## src/rtl/fetch_pkg.sv

```systemverilog
// rtl/fetch_pkg.sv - shared state encoding and constants for the instruction fetch stage
package fetch_pkg;
  localparam int XLEN = 32;
  localparam logic [XLEN-1:0] NOP = 32'h0000_0013;

  typedef enum logic [1:0] {
    IDLE,
    FETCH,
    DRAIN,
    FAULT
  } fetch_state_t;
endpackage

```

## src/rtl/inst_fetch_skid.sv

```systemverilog
// rtl/inst_fetch_skid.sv - decoder-facing output register backed by a one-entry skid register
module inst_fetch_skid
  import fetch_pkg::*;
#(
  parameter logic [XLEN-1:0] RESET_PC = '0
) (
  input  logic            clk,
  input  logic            rst,
  input  logic            load,
  input  logic            stall,
  input  logic            flush,
  input  logic [XLEN-1:0] in_inst,
  input  logic [XLEN-1:0] in_pc,
  output logic [XLEN-1:0] out_inst,
  output logic [XLEN-1:0] out_pc,
  output logic            out_valid,
  output logic            skid_valid
);
  logic [XLEN-1:0] skid_inst;
  logic [XLEN-1:0] skid_pc;
  logic            consume;

  assign consume = out_valid && !stall;

  // load never coincides with a full skid: the fetcher stops requesting while it is occupied
  always_ff @(posedge clk) begin
    if (rst) begin
      out_inst   <= NOP;
      out_pc     <= RESET_PC;
      out_valid  <= 1'b0;
      skid_inst  <= NOP;
      skid_pc    <= RESET_PC;
      skid_valid <= 1'b0;
    end else if (flush) begin
      out_valid  <= 1'b0;
      skid_valid <= 1'b0;
    end else if (consume && skid_valid) begin
      out_inst   <= skid_inst;
      out_pc     <= skid_pc;
      skid_valid <= 1'b0;
    end else if (load && (!out_valid || consume)) begin
      out_inst  <= in_inst;
      out_pc    <= in_pc;
      out_valid <= 1'b1;
    end else if (load) begin
      skid_inst  <= in_inst;
      skid_pc    <= in_pc;
      skid_valid <= 1'b1;
    end else if (consume) begin
      out_valid <= 1'b0;
    end
  end
endmodule

```

## src/rtl/inst_fetch.sv

```systemverilog
// rtl/inst_fetch.sv - PC, imem req/ack sequencing and redirect handling
// IFETCH_MISALIGN_EN enables the misaligned-target FAULT state.
module inst_fetch
  import fetch_pkg::*;
#(
  parameter logic [31:0] RESET_PC = 32'h0000_0000
) (
  input  logic        i_clk,
  input  logic        i_rst,
  output logic        o_imemReq,
  output logic [31:0] o_imemAddr,
  input  logic        i_imemAck,
  input  logic [31:0] i_imemRdata,
  output logic [31:0] o_inst,
  output logic [31:0] o_pc,
  output logic        o_valid,
  input  logic        i_stall,
  input  logic        i_redirect,
  input  logic [31:0] i_redirectPc,
  output logic        o_misaligned
);
  fetch_state_t state;
  logic [31:0]  pc;
  logic [31:0]  tgt;
  logic         tgt_mis;
  logic [31:0]  target;
  logic         mis;
  logic [31:0]  buf_pc;
  logic         skid_valid;
  logic         load;

`ifdef IFETCH_MISALIGN_EN
  assign target       = i_redirectPc;
  assign mis          = |i_redirectPc[1:0];
  assign o_misaligned = (state == FAULT);
`else
  logic unused_low_bits;
  assign unused_low_bits = ^i_redirectPc[1:0];
  assign target          = {i_redirectPc[31:2], 2'b00};
  assign mis             = 1'b0;
  assign o_misaligned    = 1'b0;
`endif

  assign o_imemReq  = ((state == FETCH) && !skid_valid) || (state == DRAIN);
  assign o_imemAddr = pc;
  assign load       = (state == FETCH) && o_imemReq && i_imemAck && !i_redirect;
  assign o_pc       = (state == FAULT) ? pc : buf_pc;

  always_ff @(posedge i_clk) begin
    if (i_rst) begin
      state   <= IDLE;
      pc      <= RESET_PC;
      tgt     <= RESET_PC;
      tgt_mis <= 1'b0;
    end else begin
      case (state)
        IDLE: begin
          state <= FETCH;
          if (i_redirect) begin
            pc    <= target;
            state <= mis ? FAULT : FETCH;
          end
        end
        FETCH: begin
          if (i_redirect) begin
            // an unacked request must complete before the PC can move
            if (o_imemReq && !i_imemAck) begin
              state   <= DRAIN;
              tgt     <= target;
              tgt_mis <= mis;
            end else begin
              pc    <= target;
              state <= mis ? FAULT : FETCH;
            end
          end else if (o_imemReq && i_imemAck) begin
            pc <= pc + 32'd4;
          end
        end
        DRAIN: begin
          if (i_redirect) begin
            tgt     <= target;
            tgt_mis <= mis;
          end
          if (i_imemAck) begin
            pc    <= i_redirect ? target : tgt;
            state <= (i_redirect ? mis : tgt_mis) ? FAULT : FETCH;
          end
        end
        FAULT: begin
          if (i_redirect) begin
            pc <= target;
            if (!mis) state <= FETCH;
          end
        end
        default: state <= IDLE;
      endcase
    end
  end

  inst_fetch_skid #(
    .RESET_PC(RESET_PC)
  ) u_skid (
    .clk       (i_clk),
    .rst       (i_rst),
    .load      (load),
    .stall     (i_stall),
    .flush     (i_redirect),
    .in_inst   (i_imemRdata),
    .in_pc     (pc),
    .out_inst  (o_inst),
    .out_pc    (buf_pc),
    .out_valid (o_valid),
    .skid_valid(skid_valid)
  );
endmodule

```

## config.mk

```make
export PLATFORM = sky130hd
export DESIGN_NAME = inst_fetch
export DESIGN_NICKNAME = d
export VERILOG_FILES = /design/src/rtl/fetch_pkg.sv /design/src/rtl/inst_fetch_skid.sv /design/src/rtl/inst_fetch.sv
export SDC_FILE = /design/constraint.sdc
export NUM_CORES = 1
export LEC_CHECK = 0
export BUFFER_PORTS_ARGS = -buffer_cell sky130_fd_sc_hd__buf_2
export CAP_MARGIN = 0
export CORE_ASPECT_RATIO = 0.7
export CORE_UTILIZATION = 36
export DETAILED_ROUTE_END_ITERATION = 10
export HOLD_SLACK_MARGIN = 0.06
export PLACE_DENSITY = 0.53
export SLEW_MARGIN = 20
export SYNTH_ARGS = -nofsm -noshare
export SYNTH_HDL_FRONTEND = slang
export SYNTH_SLANG_ARGS = --single-unit
```

## constraint.sdc

```tcl
create_clock -name i_clk -period 2.9 [get_ports i_clk]
set_input_delay 0.29 -clock i_clk [delete_from_list [all_inputs] [get_ports i_clk]]
set_output_delay 0.29 -clock i_clk [all_outputs]
set_load 0.01 [all_outputs]
```

Word-level counts from Yosys, hierarchy flattened --
Cells that the tools add are included.
Storage, ports and cells: logic and storage cells 83, flip-flop bits (word level) 197, output and inout bits 99, input bits 69
Operators by class: eq/ne operators 11, reduce and logical (&&, ||, !) cells 30, multiplexer cells 28, $add $sub $neg 1, bitwise gates (word level) 3
Operators with widths (count):
- two-way mux 32 bit | 13
- case mux 32 bit (3 select lines) | 1
- case mux 32 bit (2 select lines) | 1
- adder 32 x 3 -> 32 bit (second input constant) | 1
- two-way mux 2 bit | 5
- logical AND 1 bit | 9
- AND reduction 3 bit | 3
- != test 2 bit (second input constant) | 4
- case mux 2 bit (4 select lines) | 1
- AND reduction 4 bit | 2
- two-way mux 1 bit | 6
- nonzero test 2 bit | 3
- logical NOT 1 bit | 5
- == test 2 bit (second input constant) | 2
- != test 2 x 1 -> 1 bit (second input constant) | 2
- AND reduction 2 bit | 2
- OR reduction 2 bit | 2
- != test 3 x 2 -> 1 bit (second input constant) | 1
- != test 3 bit (second input constant) | 1
- NOT 1 bit | 3
- OR reduction 3 bit | 1
- == test 2 x 1 -> 1 bit (second input constant) | 1
- logical NOT 2 bit | 1
- logical OR 1 bit | 2
- case mux 1 bit (2 select lines) | 1

Depth between registers and ports, before layout --
depth after elaboration 9, gate-level depth with buffers 11, mapped depth without buffers 7

Cells and area by module --
A second synthesis with hierarchy kept.
Unflattened totals: cells, all modules 1172, area, all modules 9968.3 µm²
Modules (own cells, without submodules):
- inst_fetch_skid | cells an instance 657, instances 1, sequential area each 2602.5 µm², area each 5656.7 µm²
- inst_fetch | cells an instance 515, instances 1, sequential area each 1341.3 µm², area each 4311.6 µm²

Least setup slack after synthesis --
No wires, ideal clock.
path kind flip-flop to flip-flop, start point register pc[2], in the netlist o_imemAddr[2], end point register pc[24], in the netlist o_imemAddr[24], arrival 2.088 ns, buffers on the path 1, cell stages (with the launch flop) 8, clock period less this slack 2.221 ns, setup slack 0.679 ns, required time 2.767 ns, setup time 0.133 ns, cells stage by stage dfxtp_1 -> ha_1 -> nand3_1 -> or4_1 -> buf_2 -> or4_1 -> a21oi_1 -> nor4_1
On the way: longest elaborated chain between the ends 4
Ends and longest elaborated chain:
- from (decl) | RTL line inst_fetch.sv:23 | logic [31:0] pc;
- from (signal assigned) | RTL line inst_fetch.sv:60 | pc <= target;
- from (signal assigned) | RTL line inst_fetch.sv:72 | pc <= target;
- from (signal assigned) | RTL line inst_fetch.sv:76 | pc <= pc + 32'd4;
- adder 32 x 3 -> 32 bit | RTL line inst_fetch.sv:76
- two-way mux 32 bit | RTL line inst_fetch.sv:75 | end else if (o_imemReq && i_imemAck) begin
- two-way mux 32 bit | RTL line inst_fetch.sv:65 | if (i_redirect) begin
- case mux 32 bit (3 select lines) | RTL line inst_fetch.sv:56 | case (state)
Every way passes these cells. The select of a mux whose other input is x is not followed. A chain may end at the register's enable or synchronous reset.

Worst setup path after layout --
start point register state[1], end point register u_skid.out_pc[4]
On the way: longest elaborated chain between the ends 9, elaborated cells on any way between the ends 10, classes of those cells eq/ne: 2; reduce/logical: 8
Ends and longest elaborated chain:
- from (decl) | RTL line inst_fetch.sv:22 | fetch_state_t state;
- from (signal assigned) | RTL line inst_fetch.sv:61 | state <= mis ? FAULT : FETCH;
- from (signal assigned) | RTL line inst_fetch.sv:73 | state <= mis ? FAULT : FETCH;
- from (signal assigned) | RTL line inst_fetch.sv:86 | state <= (i_redirect ? mis : tgt_mis) ? FAULT : FETCH;
- == test 2 x 1 -> 1 bit | RTL line inst_fetch.sv:44, inst_fetch.sv:46
- logical AND 1 bit | RTL line inst_fetch.sv:44 | assign o_imemReq = ((state == FETCH) && !skid_valid) || (state == DRAIN);
- logical OR 1 bit | RTL line inst_fetch.sv:44
- logical AND 1 bit (*) (3 in a row) | RTL line inst_fetch.sv:46 | assign load = (state == FETCH) && o_imemReq && i_imemAck && !i_redirect;
- logical AND 1 bit (*) | RTL line inst_fetch_skid.sv:41 | end else if (load && (!out_valid || consume)) begin
- nonzero test 2 bit (no source line) (*)
- AND reduction 2 bit (no source line) (*)
- to (signal assigned) | RTL line inst_fetch_skid.sv:39 | out_pc <= skid_pc;
- to (signal assigned) | RTL line inst_fetch_skid.sv:43 | out_pc <= in_pc;
- to (decl) | RTL line inst_fetch_skid.sv:15 | output logic [XLEN-1:0] out_pc,
Every way passes the cells marked *; elsewhere a longest branch is shown, timed or not.

==> results.sh <==
export IMPL_cap_violations=0
export IMPL_cts_root_buf="clkbuf_16"
export IMPL_crit_fanout=32
export IMPL_ys_types=64
export IMPL_cp_top_family="simple AND/OR/NAND/NOR gates"
export IMPL_finalHoldViolCount=0
export IMPL_ioPinCount=168
export IMPL_ys_seq_elements=197
export IMPL_slowest_delay_ns=0.53
export IMPL_clock_skew_ns=0.0110
export IMPL_postRouteAntennaNets=0
export IMPL_fin_crit_sh=0.836
export IMPL_cts_tree="done"
export IMPL_synth_area_leaders="dfxtp_1 42%, nand2_1 9.6%, a21oi_1 6.9%, a311oi_1 5.6%, mux2_2 4.8%"
export IMPL_rsz0062_at_grt="no"
export IMPL_hold_buffers=0
export IMPL_synth_nets=1284
export IMPL_endpoint_kind="register"
export IMPL_synth_edff_count=0
export IMPL_stdcell_count=1660
export IMPL_dp_cells=1627
export IMPL_h_tree_depth=4
export IMPL_seq_area_frac_synth=0.416
export IMPL_dieArea_um2=27000
export IMPL_crit_required_ns=3.24
export IMPL_die_h_um=138
export IMPL_startpoint_type="register"
export IMPL_drt_iter0_markers=609
export IMPL_cts_resized=0
export IMPL_nets=1389
export IMPL_hp_class="in -> reg"
export IMPL_die_w_um=196
export IMPL_clk_pin_slew_ns=0.08
export IMPL_clk_path_buf_depth=2
export IMPL_synth_flop_cell="dfxtp_1"
export IMPL_dr_pass1_iters=5
export IMPL_antenna_found_initial=2
export IMPL_grt_max_degree=93
export IMPL_ir_drop_uv=463
export IMPL_max_slew_margin=0.462
export IMPL_critPathKind="reg -> reg"
export IMPL_cts_buffers=17
export IMPL_fill_cells=2686
export IMPL_status="complete, no violations"
export IMPL_port_buffers=164
export IMPL_viasPerCell=5.38
export IMPL_routabilityCongestion=0.853
export IMPL_cts_setup_buffers=0
export IMPL_wl_mm=28.8
export IMPL_synthesis_area_um2=9470
export IMPL_critPathBufInv=2
export IMPL_dp_hpwl_mm=18.9
export IMPL_avgSynthCellArea_um2=7.83
export IMPL_netlist_instances=1210
export IMPL_grt_overflow_total=0
export IMPL_setup_violations=0
export IMPL_areaGrowthSynthToFinish_pct=19.3
export IMPL_yosysTopAreaCell="dfxtp_1"
export IMPL_grt_pass1_wl_mm=45.3
export IMPL_cp_slowest_cell="and3_4"
export IMPL_async_flop_share=0
export IMPL_p_per_area_nw_per_um2=604
export IMPL_crit_chain="inv_1, ha_1, nand3b_1, o21ai_0, and3_4, buf_12, nor2_1, a311oi_1"
export IMPL_worst_slew_pin_slew_ns=0.808
export IMPL_wl_per_cell_um=17.4
export IMPL_arrival_ns=2.76
export IMPL_drc=0
export IMPL_power_leakage_nw=4.46
export IMPL_coreArea_um2=25700
export IMPL_drv_slew=0
export IMPL_vias=8937
export IMPL_grt_usage=0.213
export IMPL_start_util=0.368
export IMPL_netlist_area_leader_share=0.416
export IMPL_clock_latency_ns=0.44
export IMPL_grt_pass1_vias=8120
export IMPL_cts_sinks=197
export IMPL_hold_slack_ns=0.104
export IMPL_drive_gt1_frac=0.219
export IMPL_fin_setup_tns_ns=0
export IMPL_fmax_ghz=0.412
export IMPL_synth_warnings=0
export IMPL_period_needed_ns=2.42
export IMPL_rows=49
report_power, final:
part / switching (mW) / total, mW / internal [mW]
Sequential: 0.178 / 3.03 / 2.85
Combinational: 0.738 / 1.24 / 0.504
Clock: 1.10 / 2.55 / 1.45
Total: 2.02 / 6.82 / 4.80
through the flow:
| step | utilization | area, um2 | setup WS, ns | total power, mW |
|---|---|---|---|---|
| finish | 0.439 | 11300 | 0.475 | 6.82 |
| global route | 0.439 | 11300 | 0.226 | 7.16 |
| CTS | 0.439 | 11300 | 0.473 | 6.89 |
| detailed placement | 0.415 | 10700 | 0.485 | 4.33 |
| global placement | 0.415 | 10700 | 0.532 | 4.32 |
| floorplan | - | 9470 | 0.679 | 3.83 |
Yosys cell counts (all sizes together) (3+ instances only):
cell type  count
nor3          17
mux2i         33
buf           31
a21oi        131
o21ai         34
and4           4
nand4         10
nor2b          3
ha             5
a21o           4
inv           12
o211ai         3
and2           5
a311oi        61
and3           5
nand2        241
or4            4
a22oi          5
nor2         113
a221oi         7
o31ai          6
clkbuf        92
nor4           6
a211o          9
mux2          40
a211oi        11
dfxtp        197
nand3         80
worst min-delay path, stage by stage:
cell and delay [ns]:
buf_2 0.09, mux2i_1 0.06, nor2_1 0.07
kinds of logic after synthesis:
kind of cell | Yosys count | share of synthesized area
other | 1 | 0.000396
AND/OR/NAND/NOR | 499 | 0.231
multiplexers | 73 | 0.0825
XOR/XNOR | 4 | 0.00370
adder cells (fa/ha/maj) | 5 | 0.00661
flip-flops | 197 | 0.416
buffers and inverters | 136 | 0.0568
AO/OA/AOI/OAI | 295 | 0.203
metal layers:
layer  GRT usage  vias up  wire, um
li1            -     4494         -
met1       0.305     4192     14300
met2       0.328      223     12700
met3      0.0394       26      1360
met4      0.0582        2       404
met5           0        -         7
path summary, 6_finish.rpt:
path	startpoint	end	slack (ns)	cells past startpoint
setup / recovery	state[1]$_SDFFE_PP0P_	u_skid.out_pc[4]$_SDFFE_PP0P_	0.48	8
hold / removal	i_redirectPc[26]	tgt[26]$_SDFFE_PP0P_	0.10	3
setup reg to reg	state[1]$_SDFFE_PP0P_	u_skid.out_pc[4]$_SDFFE_PP0P_	0.48	8
hold reg to reg	u_skid.skid_pc[10]$_SDFFE_PP0P_	u_skid.skid_pc[10]$_SDFFE_PP0P_	0.45	2
cells in the final DEF (no fill, tap or decap), types with 3 or more instances in the layout:
cell / Yosys / final
buf_2: 15 / 163
o211ai_1: 3 / 3
nand4_1: 10 / 10
a221oi_1: 7 / 7
clkinvlp_4: 0 / 3
a21o_1: 4 / 4
buf_12: 0 / 7
and2_1: 4 / 4
mux2_2: 40 / 40
nand2_1: 241 / 241
nor3_1: 17 / 16
nor4_1: 5 / 5
nand3_1: 78 / 77
clkbuf_1: 88 / 3
nor2_1: 113 / 112
a22oi_1: 5 / 5
a21oi_1: 131 / 131
dfxtp_1: 197 / 197
clkbuf_16: 0 / 17
or4_1: 4 / 4
ha_1: 5 / 4
inv_1: 12 / 12
o31ai_1: 6 / 6
bufinv_16: 0 / 4
and4_1: 4 / 4
a211o_1: 9 / 9
o21ai_0: 34 / 34
and3_1: 5 / 4
nor2b_1: 3 / 3
a211oi_1: 11 / 11
a311oi_1: 61 / 61
mux2i_1: 33 / 33
buf_4: 1 / 38
final cells by class:
class                      instances  area (um2)  area share
timing repair buffer             209        1250       0.111
clock inverter                    12         179      0.0158
tap                              331         414      0.0367
multi-input combinational        877        5020       0.444
inverter                          13        48.8     0.00432
sequential                       197        3940       0.349
antenna                            1        2.50    0.000221
clock buffer                      20         437      0.0386
registers in the layout, summed over array words and instances, names as in the netlist:
signal,cells
o_imemAddr,32
tgt,32
u_skid.out_inst,32
u_skid.out_pc,32
u_skid.skid_inst,32
u_skid.skid_pc,32
state,2
tgt_mis,1
u_skid.out_valid,1
u_skid.skid_valid,1
Note: power is estimated with default switching activity, not from simulation.
